--- src/rtl/traffic_pkg.sv ---
// Shared state codes and lamp encodings for the highway/farm traffic light.
// Lamp vectors are ordered {HG, HY, HR, FG, FY, FR}.
package traffic_pkg;

  typedef enum logic [2:0] {
    HGRN  = 3'd0,
    HYEL  = 3'd1,
    AR1   = 3'd2,
    FGRN  = 3'd3,
    FYEL  = 3'd4,
    AR2   = 3'd5,
    FLASH = 3'd6
  } st_e;

  localparam logic [5:0] LMP_HGRN   = 6'b100_001;
  localparam logic [5:0] LMP_HYEL   = 6'b010_001;
  localparam logic [5:0] LMP_AR     = 6'b001_001;
  localparam logic [5:0] LMP_FGRN   = 6'b001_100;
  localparam logic [5:0] LMP_FYEL   = 6'b001_010;
  localparam logic [5:0] LMP_FL_ON  = 6'b010_001;
  localparam logic [5:0] LMP_FL_OFF = 6'b000_001;

  function automatic logic [5:0] lamp_enc(input st_e st, input logic fph);
    logic [5:0] l;
    case (st)
      HGRN:    l = LMP_HGRN;
      HYEL:    l = LMP_HYEL;
      FGRN:    l = LMP_FGRN;
      FYEL:    l = LMP_FYEL;
      FLASH:   l = fph ? LMP_FL_ON : LMP_FL_OFF;
      default: l = LMP_AR;
    endcase
    return l;
  endfunction

endpackage

--- src/rtl/phase_timer.sv ---
// Loadable down-counter that saturates at zero; load wins over decrement.
module phase_timer #(
  parameter int CNT_W = 8
) (
  input  logic             clk,
  input  logic             i_load,
  input  logic [CNT_W-1:0] i_val,
  input  logic             i_dec,
  output logic [CNT_W-1:0] o_cnt,
  output logic             o_zero
);

  logic [CNT_W-1:0] r_cnt;

  always_ff @(posedge clk) begin
    if (i_load)                   r_cnt <= i_val;
    else if (i_dec && r_cnt != '0) r_cnt <= r_cnt - 1'b1;
  end

  assign o_cnt  = r_cnt;
  assign o_zero = (r_cnt == '0);

endmodule

--- src/rtl/traffic_light_ctrl.sv ---
// Highway/farm-road intersection controller with sensor-extended highway green
// and a night flashing mode entered only through an all-red phase.
module traffic_light_ctrl
  import traffic_pkg::*;
#(
  parameter int CNT_W  = 8,
  parameter int HG_MIN = 8,
  parameter int Y_CYC  = 2,
  parameter int AR_CYC = 1,
  parameter int FG_CYC = 5,
  parameter int FL_CYC = 3
) (
  input  logic             clk,
  input  logic             reset,
  input  logic             enable,
  input  logic             farm_req,
  input  logic             flash,
  output logic             HG,
  output logic             HY,
  output logic             HR,
  output logic             FG,
  output logic             FY,
  output logic             FR,
  output logic [2:0]       ST,
  output logic [CNT_W-1:0] tmr
);

  localparam logic [CNT_W-1:0] LD_HG = CNT_W'(HG_MIN - 1);
  localparam logic [CNT_W-1:0] LD_Y  = CNT_W'(Y_CYC - 1);
  localparam logic [CNT_W-1:0] LD_AR = CNT_W'(AR_CYC - 1);
  localparam logic [CNT_W-1:0] LD_FG = CNT_W'(FG_CYC - 1);
  localparam logic [CNT_W-1:0] LD_FL = CNT_W'(FL_CYC - 1);

  st_e              r_st, w_nxt;
  logic             r_fph, w_fph_nxt;
  logic [5:0]       r_lmp;
  logic             w_load, w_zero;
  logic [CNT_W-1:0] w_ldval, w_cnt;

  phase_timer #(.CNT_W(CNT_W)) u_tmr (
    .clk    (clk),
    .i_load (reset | (enable & w_load)),
    .i_val  (reset ? LD_HG : w_ldval),
    .i_dec  (enable & ~reset),
    .o_cnt  (w_cnt),
    .o_zero (w_zero)
  );

  always_comb begin
    w_nxt     = r_st;
    w_fph_nxt = r_fph;
    w_load    = 1'b0;
    w_ldval   = '0;
    case (r_st)
      HGRN: if (w_zero && farm_req) begin
        w_nxt = HYEL; w_load = 1'b1; w_ldval = LD_Y;
      end
      HYEL: if (w_zero) begin
        w_nxt = AR1; w_load = 1'b1; w_ldval = LD_AR;
      end
      AR1: if (w_zero) begin
        w_load = 1'b1;
        if (flash) begin w_nxt = FLASH; w_ldval = LD_FL; w_fph_nxt = 1'b1; end
        else       begin w_nxt = FGRN;  w_ldval = LD_FG; end
      end
      // An empty farm road cuts the green short after its first cycle.
      FGRN: if (w_zero || !farm_req) begin
        w_nxt = FYEL; w_load = 1'b1; w_ldval = LD_Y;
      end
      FYEL: if (w_zero) begin
        w_nxt = AR2; w_load = 1'b1; w_ldval = LD_AR;
      end
      AR2: if (w_zero) begin
        w_load = 1'b1;
        if (flash) begin w_nxt = FLASH; w_ldval = LD_FL; w_fph_nxt = 1'b1; end
        else       begin w_nxt = HGRN;  w_ldval = LD_HG; end
      end
      FLASH: if (w_zero) begin
        w_load = 1'b1;
        if (flash) begin w_ldval = LD_FL; w_fph_nxt = ~r_fph; end
        else       begin w_nxt = AR2; w_ldval = LD_AR; end
      end
      default: begin
        w_nxt = AR2; w_load = 1'b1; w_ldval = LD_AR;
      end
    endcase
  end

  // Lamps are registered from the next state so they always match ST.
  always_ff @(posedge clk) begin
    if (reset) begin
      r_st  <= HGRN;
      r_fph <= 1'b1;
      r_lmp <= LMP_HGRN;
    end else if (enable) begin
      r_st  <= w_nxt;
      r_fph <= w_fph_nxt;
      r_lmp <= lamp_enc(w_nxt, w_fph_nxt);
    end
  end

  assign {HG, HY, HR, FG, FY, FR} = r_lmp;
  assign ST  = r_st;
  assign tmr = w_cnt;

endmodule

--- config.mk ---
export PLATFORM = sky130hd
export DESIGN_NAME = traffic_light_ctrl
export DESIGN_NICKNAME = d
export VERILOG_FILES = /design/src/rtl/traffic_pkg.sv /design/src/rtl/phase_timer.sv /design/src/rtl/traffic_light_ctrl.sv
export SDC_FILE = /design/constraint.sdc
export NUM_CORES = 1
export LEC_CHECK = 0
export ABC_AREA = 1
export BUFFER_PORTS_ARGS = -buffer_cell sky130_fd_sc_hd__buf_4
export CORE_MARGIN = 5
export CORE_UTILIZATION = 35
export CTS_BUF_LIST = sky130_fd_sc_hd__clkbuf_16
export DETAILED_ROUTE_END_ITERATION = 7
export PLACE_DENSITY = 0.54
export SYNTH_ARGS = -nofsm -noshare
export SYNTH_HDL_FRONTEND = slang
export SYNTH_SLANG_ARGS = --single-unit
--- constraint.sdc ---
create_clock -name clk -period 3 [get_ports clk]
set_input_delay 0.75 -clock clk [delete_from_list [all_inputs] [get_ports clk]]
set_output_delay 0.75 -clock clk [all_outputs]
set_load 0.01 [all_outputs]
==> impl_metrics.env, run 1 <==
export IMPL_dieWidth_um=69.10
export IMPL_synth_edf_count=8
export IMPL_path_depth=8
export IMPL_crit_top_cell="nand3_1"
export IMPL_overflow=0
export IMPL_hpwlAfterDp_um=2168
export IMPL_end_kind="register"
export IMPL_clock_skew_final_ps=3.066
export IMPL_cts_resized_gates=0
export IMPL_clkTransAtPathRegs_ps=60
export IMPL_ys_ff_latch=18
export IMPL_final_cell_area_mm2=0.001471
export IMPL_antenna_found_initial=0
export IMPL_drive_gt1_frac=0.2634
export IMPL_leakage_nw=0.6852
export IMPL_synth_top_area_frac=0.1965
export IMPL_synth_distinct_cells=27
export IMPL_synthTopCellsByArea="edfxtp_1 (20%), dfxtp_1 (16%), nand2_1 (12%), inv_1 (5.5%), nand3_1 (5.3%)"
export IMPL_cp_slowest_cell="edfxtp_1"
export IMPL_hold_violations=0
export IMPL_via_count=1129
export IMPL_hold_buffers=0
export IMPL_setup_viol=0
export IMPL_powerDensity_mw_per_mm2=513.1
export IMPL_avgViaCountPerCell=4.866
export IMPL_worstPathMaxFanout=11
export IMPL_wl_per_cell_um=12.31
export IMPL_dr_pass1_iters=4
export IMPL_status="completed"
export IMPL_drt_iter0_markers=34
export IMPL_worstHoldPathType="reg -> reg"
export IMPL_async_flop_share=0
export IMPL_path_cells="inv_1 > ha_1 > nand3_1 > nor2_2 > nand3_1 > nand3_1 > o21ai_2 > o211ai_1"
export IMPL_use_met1=0.1550
export IMPL_antenna_left=0
export IMPL_irDropWorstVdd_v=0.0002575
export IMPL_synthFlopType="dfxtp_1"
export IMPL_grt_use_total=0.1292
export IMPL_path_buf_inv=1
export IMPL_yosysWarnings=0
export IMPL_grt_pass1_vias=1105
export IMPL_io_buffers=21
export IMPL_tns_ps=0
export IMPL_fmax_ghz=0.4258
export IMPL_clock_sinks=18
export IMPL_nNetsFinal=195
export IMPL_htreeDepth=1
export IMPL_grt_use_met3=0.03779
export IMPL_numCtsBuffers=3
export IMPL_ff2ff_path_depth=8
export IMPL_rsz0062_at_grt="false"
export IMPL_clockRootBuffer="clkbuf_16"
export IMPL_place_congestion=0.8608
export IMPL_grt_busiest_layer="met2"
export IMPL_crit_type="reg -> reg"
export IMPL_grt_use_met2=0.2214
export IMPL_cp_arrival_ps=2220
export IMPL_postCtsSetupBuffers=0
export IMPL_drc=0
export IMPL_grt_max_degree=19
export IMPL_grt_pass1_wl_um=5092
export IMPL_die_area_mm2=0.004775
export IMPL_core_area_mm2=0.003363
export IMPL_min_period_ps=2349
export IMPL_syn_to_final_growth_pct=20.37
export IMPL_hold_depth=2
export IMPL_period_share=0.7829
export IMPL_post_synth_cell_area_avg_um2=7.364
export IMPL_yosysSeqAreaShare=0.3603
export IMPL_rows=21
export IMPL_routed_wl_um=2855
export IMPL_crit_family="simple AND/OR/NAND/NOR gates"
export IMPL_netlist_instances=166
export IMPL_drv_cap=0
export IMPL_placed_cell_area_mm2=0.001393
export IMPL_io_pins=22
export IMPL_clockBufferDepth=2
export IMPL_tritoncts="built"
export IMPL_worstPathRequired_ps=2880
export IMPL_cpPeakStageDelay_ps=410
export IMPL_die_height_um=69.10
export IMPL_n_antenna_cell=0
export IMPL_relSlewSlack=0.4676
export IMPL_syn_area_mm2=0.001222
export IMPL_synth_fp_nets=174
export IMPL_yosysTopAreaCell="edfxtp_1"
export IMPL_finalMaxSlewViolations=0
export IMPL_clk_latency_ps=250
export IMPL_initial_utilization=0.3635
export IMPL_worstMarginPinSlew_ps=795.1
export IMPL_start_kind="register"
## logic make-up after synthesis
| kind of cell | Yosys count | share of synthesized area |
|---|---|---|
| AO/OA/AOI/OAI | 31 | 0.1505 |
| XOR/XNOR | 4 | 0.02866 |
| AND/OR/NAND/NOR | 84 | 0.3286 |
| adder cells (fa/ha/maj) | 3 | 0.03071 |
| buffers and inverters | 26 | 0.1013 |
| flip-flops | 18 | 0.3603 |
## layout make-up
class / count / area, µm²
sequential: 18 / 440.4
inverter: 21 / 78.83
tap: 46 / 57.56
clock buffer: 3 / 75.07
multi-input combinational: 122 / 658.1
timing repair buffer: 21 / 157.7
clock inverter: 1 / 3.754
fill: 371 / 1892
## metal layers
metal	vias up	routed length, µm
met5	-	0
met4	0	21
met3	2	158
met2	27	1418
met1	521	1256
li1	579	-
## state kept, by name, indices dropped and copies added (netlist names)
name         count
r_lmp            6
ST               3
u_tmr.o_cnt      8
r_fph            1
## worst reg2reg max path: cells and delay by family, from the launching register on
family                     cells  cell delay, ps
AOI/OAI and AO/OA              2             430
DFF                            1             410
adders and majority gates      1             180
buffers and inverters          1             130
and+or+nand+nor                4             820
## path summary, 6_finish.rpt
check	start	end	slack (ps)
hold reg to reg	r_lmp[0]$_SDFFE_PP1P_	r_lmp[0]$_SDFFE_PP1P_	470
setup / recovery	u_tmr.o_cnt[0]$_DFFE_PP_	u_tmr.o_cnt[4]$_SDFFCE_PN0P_	650
setup reg to reg	u_tmr.o_cnt[0]$_DFFE_PP_	u_tmr.o_cnt[4]$_SDFFCE_PN0P_	650
hold / removal	r_lmp[0]$_SDFFE_PP1P_	r_lmp[0]$_SDFFE_PP1P_	470
## stage by stage
stage          utilization  cells  power [mW]  hold WS (ps)  setup WS (ps)
2_1_floorplan            -    166      0.4302         454.4           1013
4_1_cts             0.4375    232      0.7626         479.1          621.4
5_1_grt             0.4375    232      0.8004         499.5          394.3
3_5_place_dp        0.4141    228      0.4901         461.7          683.9
6_report            0.4375    232      0.7549         473.1          651.4
3_3_place_gp        0.4141    228      0.4881         460.4          774.9
## power breakdown
group          switching [mW]  internal [mW]  total [mW]
registers              0.0245          0.286       0.311
logic                  0.0984         0.0740       0.172
clock network          0.0944          0.177       0.272
total                   0.217          0.538       0.755
## cells in the mapped netlist (2+ instances only)
master	instances
a21oi_1	7
a21oi_2	3
buf_6	3
dfxtp_1	10
edfxtp_1	8
ha_1	3
inv_1	18
inv_2	3
nand2_1	40
nand2_2	5
nand2_4	2
nand3_1	13
nand3_2	2
nor2_1	11
nor2_2	5
nor3_1	2
o211ai_1	4
o21ai_0	9
o21ai_1	6
o21ai_2	2
or2_2	2
xor2_1	3
## cell usage in the layout (no fill, tap or decap), types with 4 or more instances in the layout
master,Yosys,final
nand2_1,40,40
o21ai_0,9,9
nor2_2,5,5
dfxtp_1,10,10
nand3_1,13,13
o21ai_1,6,6
buf_4,0,21
inv_1,18,18
nand2_2,5,5
o211ai_1,4,4
nor2_1,11,11
a21oi_1,7,7
edfxtp_1,8,8
No activity file was read; power rests on OpenSTA's default activity.
==> inputs of run 2 (changes only) <==
--- a/config.mk
+++ b/config.mk
@@ -5,7 +5,7 @@
 export SDC_FILE = /design/constraint.sdc
 export NUM_CORES = 1
 export LEC_CHECK = 0
-export ABC_AREA = 1
+export ABC_AREA = 0
 export BUFFER_PORTS_ARGS = -buffer_cell sky130_fd_sc_hd__buf_4
 export CORE_MARGIN = 5
 export CORE_UTILIZATION = 35
==> constraint.sdc (replaced) <==
create_clock -name clk -period 2.4 [get_ports clk]
set_input_delay 0.6 -clock clk [delete_from_list [all_inputs] [get_ports clk]]
set_output_delay 0.6 -clock clk [all_outputs]
set_load 0.01 [all_outputs]
==> impl_metrics.env, run 2 <==
export IMPL_status="completed"
export IMPL_netlist_instances=148
export IMPL_synth_edf_count=8
export IMPL_worstHoldPathType="reg -> reg"
export IMPL_synth_distinct_cells=47
export IMPL_whs_ps=476.2
export IMPL_cts_resized_gates=0
export IMPL_worstMarginPinSlew_ps=534.0
export IMPL_powerDensity_mw_per_mm2=510.4
export IMPL_io_pins=22
export IMPL_clockBufferDepth=2
export IMPL_tritoncts="built"
export IMPL_min_period_ps=2195
export IMPL_yosysSeqAreaShare=0.3375
export IMPL_fmax_ghz=0.4556
export IMPL_rows=22
export IMPL_largest_reg_flops=8
export IMPL_async_flop_share=0
export IMPL_clkTransAtPathRegs_ps=60
export IMPL_end_kind="register"
export IMPL_antenna_found_initial=0
export IMPL_grt_use_total=0.1387
export IMPL_drive_gt1_frac=0.2281
export IMPL_hold_buffers=0
export IMPL_drt_iter0_markers=51
export IMPL_final_common_cell="buf_4"
export IMPL_antenna_left=0
export IMPL_relSlewSlack=0.6435
export IMPL_synth_commonest_cells="dfxtp_1 (10), nor3_1 (10), a21oi_1 (9), nor2_1 (9), o21ai_0 (9)"
export IMPL_nNetsFinal=180
export IMPL_placedCellCount=215
export IMPL_synthFlopType="dfxtp_1"
export IMPL_path_cells="inv_1 > ha_1 > or3b_2 > nor2_8 > and4_1 > o22ai_1 > a311oi_1"
export IMPL_synth_top_area_frac=0.1841
export IMPL_tns_ps=0
export IMPL_die_area_mm2=0.005050
export IMPL_via_count=1199
export IMPL_hpwlAfterDp_um=2484
export IMPL_clockRootBuffer="clkbuf_16"
export IMPL_n_antenna_cell=0
export IMPL_irDropWorstVdd_v=0.0001820
export IMPL_layout_common_cells="buf_4 (29), dfxtp_1 (10), nor3_1 (10)"
export IMPL_period_share=0.9146
export IMPL_place_congestion=0.8800
export IMPL_drv_cap=0
export IMPL_final_util=0.4346
export IMPL_yosysTopAreaCell="edfxtp_1"
export IMPL_rsz0062_at_grt="false"
export IMPL_leakage_nw=0.6222
export IMPL_cp_arrival_ps=2350
export IMPL_synth_fp_nets=156
export IMPL_wl_per_cell_um=15.48
export IMPL_clk_latency_ps=250
export IMPL_crit_type="reg -> reg"
export IMPL_numCtsBuffers=3
export IMPL_ys_ff_latch=18
export IMPL_avgViaCountPerCell=5.475
export IMPL_post_synth_cell_area_avg_um2=8.818
export IMPL_core_area_mm2=0.003633
export IMPL_dieWidth_um=71.06
export IMPL_yosysWarnings=0
export IMPL_start_kind="register"
export IMPL_grt_max_degree=22
export IMPL_syn_to_final_growth_pct=21.00
export IMPL_htreeDepth=1
export IMPL_die_height_um=71.06
export IMPL_clock_skew_final_ps=4.508
export IMPL_crit_family="simple AND/OR/NAND/NOR gates"
export IMPL_path_buf_inv=1
export IMPL_postCtsSetupBuffers=0
export IMPL_routed_wl_um=3391
export IMPL_overflow=0
export IMPL_dr_pass1_iters=4
export IMPL_grt_pass1_vias=1178
export IMPL_worstPathMaxFanout=7
export IMPL_power_total_mw=0.8059
export IMPL_syn_area_mm2=0.001305
export IMPL_cpPeakStageDelay_ps=570
export IMPL_setup_viol=0
export IMPL_cp_slowest_cell="or3b_2"
export IMPL_synthTopCellsByArea="edfxtp_1 (18%), dfxtp_1 (15%), nor3_1 (3.8%), a21oi_1 (3.5%), o21ai_0 (3.5%)"
export IMPL_initial_utilization=0.3592
export IMPL_drc=0
export IMPL_io_buffers=21
export IMPL_hold_violations=0
export IMPL_finalMaxSlewViolations=0
export IMPL_clock_sinks=18
export IMPL_worstPathRequired_ps=2560
export IMPL_final_cells=219
export IMPL_grt_pass1_wl_um=5789
[run 2: cell types whose count changed after synthesis, moves of 4 or more]
cell / previous run / this run
nand2_1: 40 / 8
nor2b_1: 0 / 4
nand3_1: 13 / 5
o21ai_1: 6 / 1
a31oi_1: 0 / 5
nand2_2: 5 / 1
nor2_2: 5 / 0
nor3_1: 2 / 10
inv_1: 18 / 8
a211oi_1: 0 / 5
[run 2: cell families (layout without fill, tap and decap cells)]
| family | count (synthesis) | count (layout) | synth area share |
|---|---|---|---|
| mux | 3 | 3 | 0.02301 |
| simple gates | 53 | 53 | 0.2483 |
| compound gates | 47 | 47 | 0.2359 |
| buf+inv | 18 | 41 | 0.08629 |
| flops | 18 | 18 | 0.3375 |
| fa+ha+maj | 3 | 3 | 0.02877 |
| xor+xnor | 6 | 6 | 0.04028 |
[run 2: worst reg2reg max path: stages (launching register included)]
cell and delay, ps:
edfxtp_1 430, inv_1 130, ha_1 160, or3b_2 570
nor2_8 180, and4_1 230, o22ai_1 100, a311oi_1 300
[run 2: cell type report]
class	instances	area, µm²
Fill cell	391	2054
Clock buffer	3	75.07
Multi-Input combinational cell	112	752.0
Clock inverter	1	3.754
Tap cell	48	60.06
Timing Repair Buffer	29	217.7
Sequential cell	18	440.4
Inverter	8	30.03
[run 2: path summary, 6_finish.rpt]
kind                            startpoint                    end  slack [ps]  cells after the start
setup reg to reg  u_tmr.o_cnt[0]$_DFFE_PP_  r_lmp[4]$_SDFFE_PP0P_         210                      7
setup / recovery  u_tmr.o_cnt[0]$_DFFE_PP_  r_lmp[4]$_SDFFE_PP0P_         210                      7
hold reg to reg      r_lmp[5]$_SDFFE_PP1P_  r_lmp[5]$_SDFFE_PP1P_         480                      2
hold / removal       r_lmp[5]$_SDFFE_PP1P_  r_lmp[5]$_SDFFE_PP1P_         480                      2
[run 2: metrics by stage]
stage,worst slack (ps),instance area (µm²)
5_1_grt,64.53,1579
6_report,205.1,1579
3_5_place_dp,158.1,1500
3_3_place_gp,221.1,1500
4_1_cts,214.0,1579
2_1_floorplan,30.78,1305
[run 2: where the power goes]
part / total [mW] / switching [mW] / internal [mW]
sequential: 0.359 / 0.0204 / 0.339
combinational: 0.101 / 0.0552 / 0.0458
clock: 0.346 / 0.124 / 0.222
total: 0.806 / 0.200 / 0.606
[run 2: per-layer routing]
metal | global-route usage | vias to the layer above | wire length [µm]
li1 | - | 598 | -
met1 | 0.1871 | 559 | 1629
met2 | 0.2194 | 35 | 1513
met3 | 0.02841 | 7 | 170
met4 | 0.04802 | 0 | 78
met5 | 0 | - | 0
==> inputs of run 3 (changes only) <==
==> constraint.sdc (replaced) <==
create_clock -name clk -period 2.4 [get_ports clk]
set_input_delay 0.36 -clock clk [delete_from_list [all_inputs] [get_ports clk]]
set_output_delay 0.36 -clock clk [all_outputs]
set_load 0.01 [all_outputs]
==> impl_metrics.env, run 3 (same netlist as run 2, synthesis figures left out) <==
export IMPL_use_met1=0.1947
export IMPL_io_buffers=21
export IMPL_initial_utilization=0.3592
export IMPL_wl_per_cell_um=15.10
export IMPL_power_frac_comb=0.128
export IMPL_r2r_end="r_lmp[4]$_SDFFE_PP0P_"
export IMPL_reg2reg_slack_ps=220
export IMPL_dr_pass1_iters=4
export IMPL_setup_viol=0
export IMPL_worstHoldEndpoint="r_fph$_SDFFE_PP1P_"
export IMPL_drive_gt1_frac=0.2384
export IMPL_final_cell_area_mm2=0.001592
export IMPL_htreeDepth=1
export IMPL_die_height_um=71.06
export IMPL_rows=22
export IMPL_avgViaCountPerCell=5.650
export IMPL_grt_use_total=0.1403
export IMPL_die_area_mm2=0.005050
export IMPL_powerDensity_mw_per_mm2=500.4
export IMPL_antenna_left=0
export IMPL_grt_busiest_layer="met2"
export IMPL_n_antenna_cell=0
export IMPL_relSlewSlack=0.6492
export IMPL_hold_depth=2
export IMPL_worstPathMaxFanout=7
export IMPL_clkTransAtPathRegs_ps=50
export IMPL_leakage_nw=0.6302
export IMPL_io_pins=22
export IMPL_worstPathRequired_ps=2540
export IMPL_tns_ps=0
export IMPL_clk_latency_ps=250
export IMPL_timing_final_ws_setup_ps=222.1
export IMPL_tritoncts="built"
export IMPL_internal_power_mw=0.6063
export IMPL_placed_cell_area_mm2=0.001508
export IMPL_crit_type="reg -> reg"
export IMPL_grt_use_met3=0.03125
export IMPL_routed_wl_um=3323
export IMPL_antenna_found_initial=0
export IMPL_via_count=1243
export IMPL_switching_share=0.2386
export IMPL_min_from="enable"
export IMPL_drc=0
export IMPL_min_period_ps=2178
export IMPL_worstHoldPathType="in -> reg"
export IMPL_nNetsFinal=181
export IMPL_grt_use_met2=0.2183
export IMPL_pre_cts_slack_ps=191.7
export IMPL_drv_cap=0
export IMPL_layout_common_cells="buf_4 (30), dfxtp_1 (10), nor3_1 (10)"
export IMPL_cp_arrival_ps=2320
export IMPL_finalMaxSlewViolations=0
export IMPL_startpoint="u_tmr.o_cnt[0]$_DFFE_PP_"
export IMPL_worstMarginPinSlew_ps=525.4
export IMPL_grt_pass1_vias=1231
export IMPL_irDropWorstVdd_v=0.0003112
export IMPL_end_kind="register"
export IMPL_hold_violations=0
export IMPL_largest_reg_flops=8
export IMPL_drt_iter0_markers=70
export IMPL_grt_pass1_wl_um=5892
export IMPL_final_common_cell="buf_4"
export IMPL_clockRootBuffer="clkbuf_16"
export IMPL_ff2ff_path_depth=7
export IMPL_status="completed"
export IMPL_power_total_mw=0.7963
export IMPL_reg2reg_from="u_tmr.o_cnt[0]$_DFFE_PP_"
export IMPL_period_share=0.9075
export IMPL_numCtsBuffers=3
export IMPL_clock_skew_final_ps=2.979
export IMPL_overflow=0
export IMPL_seqPwrFrac=0.451
export IMPL_syn_to_final_growth_pct=21.96
export IMPL_grt_max_degree=22
export IMPL_hpwlAfterDp_um=2445
export IMPL_dieWidth_um=71.06
export IMPL_clockBufferDepth=2
export IMPL_place_congestion=0.8407
export IMPL_core_area_mm2=0.003633
export IMPL_p_clk_frac=0.420
export IMPL_power_switching_mw=0.1900
export IMPL_clock_sinks=18
export IMPL_start_kind="register"
export IMPL_whs_ps=417.3
export IMPL_fmax_ghz=0.4592
export IMPL_hold_buffers=0
export IMPL_rsz0062_at_grt="false"
-- run 3: changes by cell type in the layout (fill, tap and decap cells not counted), sizes merged --
cell  change
buf       +1
-- run 3: worst max-delay path by stage --
stage / endpoint / slack, ps / cells after the start
6_report: r_lmp[4]$_SDFFE_PP0P_ / 220 / 7
5_1_grt: r_lmp[4]$_SDFFE_PP0P_ / 70 / 7
4_1_cts: u_tmr.o_cnt[7]$_SDFFCE_PN0P_ / 160 / 7
3_5_place_dp: u_tmr.o_cnt[6]$_SDFFCE_PN0P_ / 190 / 7
3_3_place_gp: u_tmr.o_cnt[7]$_SDFFCE_PN0P_ / 250 / 7
2_1_floorplan: u_tmr.o_cnt[0]$_DFFE_PP_ / 30 / 8
-- run 3: metrics by stage --
step,util,cells
global route,0.4380,220
detailed placement,0.4149,216
CTS,0.4366,220
floorplan,-,148
global placement,0.4149,216
finish,0.4380,220
-- run 3: power by group through the flow --
stage / Sequential [mW] / Clock [mW] / Combinational, mW
after global routing: 0.363 / 0.363 / 0.113
after detailed placement: 0.365 / 0 / 0.102
after floorplan: 0.369 / 0 / 0.0554
final: 0.359 / 0.335 / 0.102
after CTS: 0.359 / 0.344 / 0.103
after global placement: 0.365 / 0 / 0.100
-- run 3: area by class of cell --
class / instances / area (µm²)
inverters: 8 / 30.03
repair buffers: 30 / 225.2
multi-input cells: 112 / 757.0
clock inverters: 1 / 3.754
fillers: 392 / 2042
well taps: 48 / 60.06
flip-flops and latches: 18 / 440.4
clock buffers: 3 / 75.07
-- run 3: per-layer routing --
| layer | wire (µm) | vias to the layer above | share of wire |
|---|---|---|---|
| li1 | - | 601 | - |
| met1 | 1516 | 592 | 0.46 |
| met2 | 1550 | 46 | 0.47 |
| met3 | 218 | 4 | 0.066 |
| met4 | 37 | 0 | 0.011 |
| met5 | 0 | - | 0 |
-- run 3: what timing repair did --
| item | CTS | global route |
|---|---|---|
| gates resized for setup | 0 | 1 |
| setup buffers | 0 | 0 |
| endpoints found under the setup margin | 0 | 8 |
-- run 3: worst max-delay path: stages, from the launching register on --
cell and delay (ps):
edfxtp_1 430, inv_1 130, ha_1 170, or3b_2 560
nor2_8 160, and4_1 220, o22ai_1 90, a311oi_1 310
